**config.mk**
```make
export PLATFORM = sky130hd
export DESIGN_NAME = lift_call_scheduler_flat
export DESIGN_NICKNAME = d
export VERILOG_FILES = /design/src/rtl/lift_call_scheduler_if.sv /design/src/rtl/lift_call_scheduler.sv /design/src/flat_wrapper.sv
export SDC_FILE = /design/constraint.sdc
export NUM_CORES = 1
export LEC_CHECK = 0
export ABC_AREA = 1
export CORE_MARGIN = 2
export CORE_UTILIZATION = 45
export CTS_BUF_LIST = sky130_fd_sc_hd__clkbuf_16
export DETAILED_ROUTE_END_ITERATION = 7
export GPL_ROUTABILITY_DRIVEN = 0
export PLACE_DENSITY = 0.68
export SLEW_MARGIN = 20
export SYNTH_ARGS = -nofsm -noshare
export SYNTH_HDL_FRONTEND = slang
export SYNTH_SLANG_ARGS = --single-unit
```
**constraint.sdc**
```tcl
create_clock -name i_clk -period 2 [get_ports i_clk]
set_input_delay 0.6 -clock i_clk [delete_from_list [all_inputs] [get_ports i_clk]]
set_output_delay 0.6 -clock i_clk [all_outputs]
set_load 0.02 [all_outputs]
```
**src/rtl/lift_call_scheduler_if.sv**
```systemverilog
// rtl/lift_call_scheduler_if.sv - call, dispatch and status signals of the hall-call scheduler
// master = call buttons plus lift FSM side, slave = scheduler.
interface lift_call_scheduler_if;
  logic       call_vld;
  logic [2:0] call_code;
  logic [1:0] cur_floor;
  logic       req_rdy;
  logic       done;
  logic       req_vld;
  logic [2:0] req_code;
  logic       dir;
  logic [5:0] pending;
  logic       busy;
  logic       timeout_err;

  modport master (
    output call_vld, call_code, cur_floor, req_rdy, done,
    input  req_vld, req_code, dir, pending, busy, timeout_err
  );

  modport slave (
    input  call_vld, call_code, cur_floor, req_rdy, done,
    output req_vld, req_code, dir, pending, busy, timeout_err
  );
endinterface

```
**src/rtl/lift_call_scheduler.sv**
```systemverilog
// rtl/lift_call_scheduler.sv - SCAN hall-call scheduler for the four-floor lift
// Latches calls into a pending bitmap, dispatches one at a time, watchdogs the lift FSM.
module lift_call_scheduler #(
  parameter int unsigned TIMEOUT_CYCLES = 255
) (
  input logic                  i_clk,
  input logic                  i_rst_n,
  lift_call_scheduler_if.slave if_bus
);

  typedef enum logic [1:0] {
    ST_IDLE = 2'd0,
    ST_SEL  = 2'd1,
    ST_REQ  = 2'd2,
    ST_WAIT = 2'd3
  } state_t;

  localparam logic [15:0] LP_WD_LAST = 16'(TIMEOUT_CYCLES - 1);

  state_t      r_state;
  state_t      w_state_nxt;
  logic [5:0]  r_pending;
  logic [5:0]  w_set;
  logic [5:0]  w_clr;
  logic [2:0]  r_req_code;
  logic        r_dir;
  logic        r_req_vld;
  logic        r_busy;
  logic        r_timeout_err;
  logic [15:0] r_wd_cnt;
  logic [2:0]  w_pick_idx;
  logic [2:0]  w_pick_code;
  logic        w_done_wait;
  logic        w_wd_expire;

  function automatic logic [5:0] f_code_mask(input logic [2:0] code);
    logic [5:0] mask;
    case (code)
      3'b001:  mask = 6'b000001;
      3'b010:  mask = 6'b000010;
      3'b011:  mask = 6'b000100;
      3'b110:  mask = 6'b001000;
      3'b111:  mask = 6'b010000;
      3'b100:  mask = 6'b100000;
      default: mask = 6'b000000;
    endcase
    f_code_mask = mask;
  endfunction

  function automatic logic [2:0] f_idx_code(input logic [2:0] idx);
    logic [2:0] code;
    case (idx)
      3'd0:    code = 3'b001;
      3'd1:    code = 3'b010;
      3'd2:    code = 3'b011;
      3'd3:    code = 3'b110;
      3'd4:    code = 3'b111;
      3'd5:    code = 3'b100;
      default: code = 3'b000;
    endcase
    f_idx_code = code;
  endfunction

  // Walks the sweep priority list from lowest to highest so the last hit wins.
  // Bits 0..2 are up calls at floor b; bits 3..5 are down calls at floor b-2.
  function automatic logic [2:0] f_pick(input logic [5:0] pend, input logic [1:0] floor,
                                        input logic dir_down);
    logic [2:0] pick;
    pick = 3'd0;
    if (!dir_down) begin
      for (int b = 2; b >= 0; b--) if (pend[b] && (b < int'(floor))) pick = 3'(b);
      for (int b = 3; b <= 5; b++) if (pend[b]) pick = 3'(b);
      for (int b = 2; b >= 0; b--) if (pend[b] && (b >= int'(floor))) pick = 3'(b);
    end else begin
      for (int b = 3; b <= 5; b++) if (pend[b] && ((b - 2) > int'(floor))) pick = 3'(b);
      for (int b = 2; b >= 0; b--) if (pend[b]) pick = 3'(b);
      for (int b = 3; b <= 5; b++) if (pend[b] && ((b - 2) <= int'(floor))) pick = 3'(b);
    end
    f_pick = pick;
  endfunction

  always_comb begin
    w_set       = 6'b000000;
    w_clr       = 6'b000000;
    w_done_wait = (r_state == ST_WAIT) && if_bus.done;
    w_wd_expire = (r_state == ST_WAIT) && !if_bus.done && (r_wd_cnt == LP_WD_LAST);
    w_pick_idx  = f_pick(r_pending, if_bus.cur_floor, r_dir);
    w_pick_code = f_idx_code(w_pick_idx);
    if (if_bus.call_vld) w_set = f_code_mask(if_bus.call_code);
    if (w_done_wait)     w_clr = f_code_mask(r_req_code);
  end

  always_comb begin
    w_state_nxt = r_state;
    case (r_state)
      ST_IDLE: if (r_pending != 6'b000000) w_state_nxt = ST_SEL;
      ST_SEL:  w_state_nxt = ST_REQ;
      ST_REQ:  if (if_bus.req_rdy) w_state_nxt = ST_WAIT;
      ST_WAIT: if (w_done_wait || w_wd_expire) w_state_nxt = ST_IDLE;
      default: w_state_nxt = ST_IDLE;
    endcase
  end

  always_ff @(posedge i_clk or negedge i_rst_n) begin
    if (!i_rst_n) begin
      r_state <= ST_IDLE;
    end else begin
      r_state <= w_state_nxt;
    end
  end

  // A set on the bit being cleared wins, so a re-press during service is not lost.
  always_ff @(posedge i_clk or negedge i_rst_n) begin
    if (!i_rst_n) begin
      r_pending     <= 6'b000000;
      r_req_code    <= 3'b000;
      r_dir         <= 1'b0;
      r_req_vld     <= 1'b0;
      r_busy        <= 1'b0;
      r_timeout_err <= 1'b0;
      r_wd_cnt      <= 16'd0;
    end else begin
      r_pending     <= (r_pending & ~w_clr) | w_set;
      r_req_vld     <= (w_state_nxt == ST_REQ);
      r_busy        <= (w_state_nxt != ST_IDLE);
      r_timeout_err <= w_wd_expire;
      if (r_state == ST_SEL) begin
        r_req_code <= w_pick_code;
        r_dir      <= w_pick_code[2];
      end
      if (r_state == ST_WAIT) begin
        r_wd_cnt <= r_wd_cnt + 16'd1;
      end else begin
        r_wd_cnt <= 16'd0;
      end
    end
  end

  assign if_bus.req_vld     = r_req_vld;
  assign if_bus.req_code    = r_req_code;
  assign if_bus.dir         = r_dir;
  assign if_bus.pending     = r_pending;
  assign if_bus.busy        = r_busy;
  assign if_bus.timeout_err = r_timeout_err;

endmodule

```
**src/flat_wrapper.sv**
```systemverilog
// flat-port wrapper written by rule: the top's interface ports become plain ports
module lift_call_scheduler_flat 
#(
  parameter int unsigned TIMEOUT_CYCLES = 255
)
  (i_clk, i_rst_n, if_bus_call_vld, if_bus_call_code, if_bus_cur_floor, if_bus_req_rdy, if_bus_done, if_bus_req_vld, if_bus_req_code, if_bus_dir, if_bus_pending, if_bus_busy, if_bus_timeout_err);
  lift_call_scheduler_if if_bus_i ();
  input logic i_clk;
  input logic i_rst_n;
  input wire logic [$bits(if_bus_i.call_vld)-1:0] if_bus_call_vld;
  input wire logic [$bits(if_bus_i.call_code)-1:0] if_bus_call_code;
  input wire logic [$bits(if_bus_i.cur_floor)-1:0] if_bus_cur_floor;
  input wire logic [$bits(if_bus_i.req_rdy)-1:0] if_bus_req_rdy;
  input wire logic [$bits(if_bus_i.done)-1:0] if_bus_done;
  output wire logic [$bits(if_bus_i.req_vld)-1:0] if_bus_req_vld;
  output wire logic [$bits(if_bus_i.req_code)-1:0] if_bus_req_code;
  output wire logic [$bits(if_bus_i.dir)-1:0] if_bus_dir;
  output wire logic [$bits(if_bus_i.pending)-1:0] if_bus_pending;
  output wire logic [$bits(if_bus_i.busy)-1:0] if_bus_busy;
  output wire logic [$bits(if_bus_i.timeout_err)-1:0] if_bus_timeout_err;
  assign if_bus_i.call_vld = if_bus_call_vld;
  assign if_bus_i.call_code = if_bus_call_code;
  assign if_bus_i.cur_floor = if_bus_cur_floor;
  assign if_bus_i.req_rdy = if_bus_req_rdy;
  assign if_bus_i.done = if_bus_done;
  assign if_bus_req_vld = if_bus_i.req_vld;
  assign if_bus_req_code = if_bus_i.req_code;
  assign if_bus_dir = if_bus_i.dir;
  assign if_bus_pending = if_bus_i.pending;
  assign if_bus_busy = if_bus_i.busy;
  assign if_bus_timeout_err = if_bus_i.timeout_err;
  lift_call_scheduler #(.TIMEOUT_CYCLES(TIMEOUT_CYCLES)) u_core (.i_clk(i_clk), .i_rst_n(i_rst_n), .if_bus(if_bus_i));
endmodule
```
==> results.py, run 1 <==
metrics = {
    "final_layout": {
        "final_layout_size_suffix_gt1_share_pct": 11.07,
        "area_growth_pct": 32.15,
        "diodes": 0,
        "fillers": 344,
        "final_nets": 273,
        "stdcell_area_sq_um": 2227,
        "stdcell_count": 310,
        "post-route-util_pct": 61.29,
    },
    "synth": {
        "synth.area.top_cells": "dfrtp_1, nand2_1, inv_1",
        "async_flop_share_pct": 100.0,
        "netlist.area_leader.share_pct": 44.54,
        "syn_avg_cell_area_sq_um": 7.524,
        "synth_top_family_by_area": "simple AND/OR/NAND/NOR gates",
        "netlist-cell-type-count": 31,
        "synth_compound_area_share_pct": 12.92,
        "seq_area_frac_synth_pct": 44.54,
        "synth-edff-count": 0,
        "muxShareOfSynthArea_pct": 0,
        "synth-seq-cells": 30,
        "syn_nets": 236,
        "postSynthCellCount": 224,
        "yosysWarnings": 0,
        "synth_ff_type": "dfrtp_1",
        "yosys.area.top_type": "dfrtp_1",
        "synthAdderAreaFrac_pct": 1.485,
        "synth_most_common_cell": "nand2_1",
        "synth_xor_xnor_area_share_pct": 1.039,
        "synthTopCellsByCount": "nand2_1, inv_1, dfrtp_1, nor2_1, o21ai_0",
        "synth-simple-area-share_pct": 32.00,
        "synth_area_sq_um": 1685,
    },
    "sta": {
        "worst_pin_slew_ns": 0.3754,
        "slew_violations": 0,
        "finalSetupViolations": 0,
        "fmax_mhz": 523.8,
        "finClkSkew_ns": 0.005013,
        "hold_viol_final": 0,
        "rsz0062_at_grt": "no",
        "period_share_pct": 95.45,
        "relSlewSlack_pct": 74.97,
        "finalCriticalPeriod_ns": 1.909,
    },
    "global_route": {
        "grt_pass1_vias": 1485,
        "grt_pass1_wl_um": 6527,
        "antenna_found_initial": 0,
        "track_usage_pct": 19.87,
        "overflow": 0,
        "grt_max_degree": 31,
    },
    "worst_setup_path": {
        "crit_buf_inv": 1,
        "r2r_slack_ns": 0.41,
        "crit_fanout": 4,
        "ff2ff_path_depth": 6,
        "crit_required_ns": 1.40,
        "cpPeakStageDelay_ns": 0.63,
        "critical_path_class": "flip-flop to primary output",
        "r2r-end": "u_core.r_wd_cnt[14]",
        "cp-start-kind": "flip-flop",
        "worstReg2RegStart": "u_core.r_wd_cnt[0]",
        "cp_slowest_cell": "clkdlybuf4s50_1",
        "end_kind": "primary output",
        "cp_top_family": "buffers and inverters",
        "crit_arrival_ns": 1.31,
        "cp_cell_sequence": "clkdlybuf4s50_1",
    },
    "status": {
        "outcome": "finished clean",
    },
    "die": {
        "placementRows": 22,
        "dieArea_sq_um": 4251,
        "die_w_um": 65.20,
        "core-area_sq_um": 3633,
        "chipHeight_um": 65.20,
        "pin_count": 23,
        "initial_utilization_pct": 46.38,
    },
    "power_and_ir_drop": {
        "ir_drop_mv": 0.7219,
        "p_leak_nw": 1.057,
        "powerDensity_nw_per_um2": 1352,
        "power.total_mw": 3.011,
    },
    "placed_design": {
        "dpl.cell_count": 302,
        "place_area_sq_um": 2029,
        "port_buffers": 22,
        "hpwl_um": 2802,
    },
    "clock_tree": {
        "tritoncts": "yes",
        "clkTransAtPathRegs_ns": 0.05,
        "clkLatencyLatePin_ns": 0.27,
        "clock_path_buffers": 2,
        "cts_sinks": 30,
        "root_buffer": "clkbuf_16",
        "cts-buffers-inserted": 5,
        "h-tree-depth": 2,
        "post_cts_buffers": 0,
    },
    "min_path": {
        "min_path_cells": 1,
        "min_from": "u_core.r_wd_cnt[15]",
        "hp-class": "flip-flop to flip-flop",
        "min_to": "u_core.r_wd_cnt[15]",
    },
    "detailed_routing": {
        "wl_per_cell_um": 12.12,
        "vias": 1577,
        "drtPass1Iterations": 4,
        "drtIter0Drc": 103,
        "ant_nets": 0,
        "drt-vias-per-instance": 5.087,
        "drc_errors": 0,
        "wl_um": 3756,
    },
    "job": {
        "cap_violations": 0,
    },
}
==> registers in the layout, indices dropped and copies added (netlist names) <==
signal                     cells
u_core.if_bus.dir              1
u_core.if_bus.req_vld          1
u_core.if_bus.busy             1
u_core.r_state                 2
u_core.r_wd_cnt               16
u_core.if_bus.req_code         2
u_core.if_bus.pending          6
u_core.if_bus.timeout_err      1
==> layer usage <==
metal,share of wire [%],vias up,global-route usage [%]
li1,-,812,-
met1,47,718,26.14
met2,47,39,31.76
met3,4.4,8,4.623
met4,1.9,0,7.813
met5,0,-,0
==> metrics by stage <==
| stage | hold slack [ns] | setup WS (ns) | setup TNS, ns |
|---|---|---|---|
| 5_1_grt | 0.5339 | 0.007160 | 0 |
| 3_5_place_dp | 0.5018 | -0.1426 | -0.2936 |
| 4_1_cts | 0.5135 | 0.01404 | 0 |
| 3_3_place_gp | 0.4978 | -0.1142 | -0.2446 |
| 6_report | 0.5148 | 0.09094 | 0 |
| 2_1_floorplan | 0.3044 | 0.4428 | 0 |
==> report_power, final <==
| group | switching (mW) | internal (mW) | total [mW] |
|---|---|---|---|
| combinational | 0.662 | 0.470 | 1.13 |
| sequential | 0.165 | 0.748 | 0.912 |
| clock | 0.258 | 0.708 | 0.966 |
==> kinds of logic (layout without fill, tap and decap cells) <==
kind of cell    after synthesis  after routing
flops                        30             30
fa+ha+maj                     2              2
xor+xnor                      2              2
simple gates                117            117
compound gates               38             38
buf+inv                      35             73
==> timing repair <==
action,in CTS,in global routing
gates cloned,0,0
endpoints found under the setup margin,2,4
hold buffers,0,0
gates resized for setup,2,4
==> layout by cell type (no fill, tap or decap) <==
cell             count
nand2_1             55
inv_1               32
dfrtp_1             30
nor2_1              27
clkdlybuf4s50_1     18
o21ai_0             15
a21oi_1             13
nor3_1              10
nand3_1             10
buf_4               10
clkbuf_16            5
nand4_1              3
o32ai_1              2
nor4_1               2
a31oi_1              2
nor2_4               2
ha_1                 2
bufinv_16            2
dlymetal6s2s_1       2
dlygate4sd2_1        2
nand4_4              1
nand3b_1             1
inv_2                1
o21ai_1              1
nor3_2               1
nand4_2              1
nand2_2              1
nand3_2              1
o221a_2              1
o21a_1               1
a211oi_1             1
xor2_1               1
xnor2_1              1
or2_1                1
o21bai_2             1
nor2_2               1
a21oi_2              1
clkinv_1             1
==> worst max path at each step <==
stage	start	to	slack (ns)	cells past startpoint
final	u_core.if_bus.req_code[0]	if_bus_req_code[0]	0.09	1
after global routing	if_bus_cur_floor[1]	u_core.if_bus.dir	0.007	10
after CTS	u_core.if_bus.pending[4]	if_bus_pending[4]	0.01	1
after detailed placement	if_bus_cur_floor[1]	u_core.if_bus.req_code[1]	-0.14	11
after global placement	if_bus_cur_floor[1]	u_core.if_bus.req_code[1]	-0.11	11
after floorplan	if_bus_cur_floor[1]	u_core.if_bus.req_code[1]	0.44	10
==> cell type report <==
| cell class | instances | area, sq um | share of cell area, % |
|---|---|---|---|
| multi-input combinational | 159 | 805.8 | 36.18 |
| sequential | 30 | 750.7 | 33.71 |
| clock buffer | 5 | 125.1 | 5.618 |
| tap | 48 | 60.06 | 2.697 |
| timing repair buffer | 32 | 297.8 | 13.37 |
| clock inverter | 3 | 63.81 | 2.865 |
| inverter | 33 | 123.9 | 5.562 |
(Power assumes the default switching activity.)
==> run 2: changes to the inputs <==
- CORE_ASPECT_RATIO: default -> 1.4
==> run 2 against run 1 <==
Against the previous run: sequential power up 3.1%; utilization down 1.2 points; global-route usage up 0.54 points; maximum frequency up 0.35%; final area down 2.5%; critical path type unchanged; largest cell class unchanged; largest power group unchanged; highest routed layer unchanged.
==> results.py, run 2 (same netlist as run 1, synthesis figures left out) <==
metrics = {
    "worst_setup_path": {
        "cp_top_family": "buffers and inverters",
        "end_kind": "primary output",
        "cp_slowest_cell": "clkdlybuf4s50_1",
        "crit_required_ns": 1.40,
        "cp.depth": 1,
        "cpPeakStageDelay_ns": 0.63,
        "crit_arrival_ns": 1.30,
        "critical_path_class": "flip-flop to primary output",
        "cp_cell_sequence": "clkdlybuf4s50_1",
        "crit_fanout": 4,
        "cp-start-kind": "flip-flop",
        "crit_buf_inv": 1,
        "ff2ff_path_depth": 5,
    },
    "global_route": {
        "overflow": 0,
        "grt_pass1_vias": 1590,
        "grt_pass1_wl_um": 6831,
        "track_usage_pct": 20.40,
        "grt_max_degree": 31,
        "antenna_found_initial": 0,
    },
    "power_and_ir_drop": {
        "power.total_mw": 2.688,
        "p_leak_nw": 1.049,
        "intPower_mw": 1.640,
        "clockPowerShare_pct": 24.8,
        "comb_power_share_pct": 40.3,
        "pwr-share-seq_pct": 35.0,
        "powerDensity_nw_per_um2": 1238,
        "switching_share_pct": 38.99,
        "total_switching_power_mw": 1.048,
        "ir_drop_mv": 0.8824,
    },
    "job": {
        "cap_violations": 0,
    },
    "clock_tree": {
        "cts_sinks": 30,
        "h-tree-depth": 2,
        "hold_buffers": 0,
        "tritoncts": "yes",
        "clock_path_buffers": 2,
        "clkLatencyLatePin_ns": 0.27,
        "cts-buffers-inserted": 5,
        "root_buffer": "clkbuf_16",
        "clkTransAtPathRegs_ns": 0.05,
    },
    "sta": {
        "finalCriticalPeriod_ns": 1.902,
        "relSlewSlack_pct": 74.77,
        "fmax_mhz": 525.7,
        "worst_pin_slew_ns": 0.3785,
        "period_share_pct": 95.12,
        "rsz0062_at_grt": "no",
        "finalSetupViolations": 0,
        "finClkSkew_ns": 0.002819,
        "hold_viol_final": 0,
        "slew_violations": 0,
    },
    "detailed_routing": {
        "drtPass1Iterations": 4,
        "wl_um": 3799,
        "vias": 1564,
        "wl_per_cell_um": 12.58,
        "ant_nets": 0,
        "drt-vias-per-instance": 5.179,
        "drtIter0Drc": 50,
        "drc_errors": 0,
    },
    "die": {
        "dieArea_sq_um": 4258,
        "die_w_um": 55.72,
        "pin_count": 23,
        "initial_utilization_pct": 46.67,
        "placementRows": 26,
        "chipHeight_um": 76.41,
        "core-area_sq_um": 3611,
    },
    "min_path": {
        "min_path_cells": 1,
        "hp-class": "flip-flop to flip-flop",
    },
    "final_layout": {
        "post-route-util_pct": 60.12,
        "fillers": 325,
        "final_nets": 273,
        "top_register": "u_core.r_wd_cnt",
        "final_layout_size_suffix_gt1_share_pct": 10.77,
        "diodes": 0,
        "layout_commonest_cell": "nand2_1",
        "largest_reg_flops": 16,
        "mostFrequentLayoutCells": "nand2_1, inv_1, dfrtp_1",
        "area_growth_pct": 28.80,
    },
    "status": {
        "outcome": "finished clean",
    },
    "placed_design": {
        "port_buffers": 22,
        "hpwl_um": 2932,
    },
}
run 2: cell count changes in the layout (fill, tap and decap cells not counted):
cell,previous run,this run
dlymetal6s2s_1,2,5
dlygate4sd2_1,2,1
o21ai_1,1,2
nand2_2,1,2
bufinv_16,2,0
clkdlybuf4s50_1,18,16
nand2_1,55,54
o21ai_0,15,14
run 2: final cells by class:
type	count	area [sq um]	area share, %
multi-input combinational	159	808.3	37.23
timing repair buffer	32	306.5	14.12
clock inverter	1	3.754	0.1729
tap	42	52.55	2.421
inverter	33	123.9	5.706
sequential	30	750.7	34.58
clock buffer	5	125.1	5.764
run 2: worst reg2reg max path, cell delays in order, from the launching register on:
cell	delay, ns
dfrtp_1	0.41
ha_1	0.21
nand2_1	0.12
nor3_2	0.25
nand2_1	0.15
o221a_2	0.30
run 2: what timing repair did:
action,CTS,global route
gates resized for setup,1,9
endpoints found under the setup margin,1,7
pin swaps,0,1
buffers inserted,0,1
run 2: metal layers:
layer | GRT usage, % | part of all wire [%] | vias to the layer above
met5 | 0 | 0 | -
met4 | 9.024 | 3.0 | 0
met3 | 4.754 | 3.0 | 13
met2 | 37.26 | 56 | 30
met1 | 21.82 | 38 | 718
li1 | - | - | 803
run 2: path summary, 6_finish.rpt:
check | start | end | slack, ns
setup reg to reg | u_core.r_wd_cnt[0] | u_core.r_wd_cnt[12] | 0.43
max in group asynchronous | i_rst_n | u_core.if_bus.pending[2] | 1.00
hold reg to reg | u_core.r_wd_cnt[15] | u_core.r_wd_cnt[15] | 0.50
min in group asynchronous | i_rst_n | u_core.r_wd_cnt[15] | 0.72
setup / recovery | u_core.if_bus.pending[3] | if_bus_pending[3] | 0.1
hold / removal | u_core.r_wd_cnt[15] | u_core.r_wd_cnt[15] | 0.50
run 2: metrics by stage:
step                      TNS (ns)  cell area [sq um]  worst slack (ns)  hold WS [ns]  std cells
after floorplan                  0               1685            0.4428        0.3044        224
after global placement     -0.4317               2014           -0.2123        0.4907        295
after detailed placement   -0.4148               2014           -0.2060        0.5017        295
after CTS                        0               2142          0.004774        0.5081        301
after global routing             0               2171          0.001781        0.5350        302
final                            0               2171           0.09766        0.5004        302
run 2: power groups by stage:
| stage | clock, mW | combinational (mW) | sequential (mW) |
|---|---|---|---|
| floorplan | 0 | 0.525 | 1.03 |
| global placement | 0 | 1.09 | 0.943 |
| detailed placement | 0 | 1.09 | 0.948 |
| CTS | 0.690 | 1.09 | 0.939 |
| global route | 0.712 | 1.21 | 0.967 |
| finish | 0.666 | 1.08 | 0.940 |
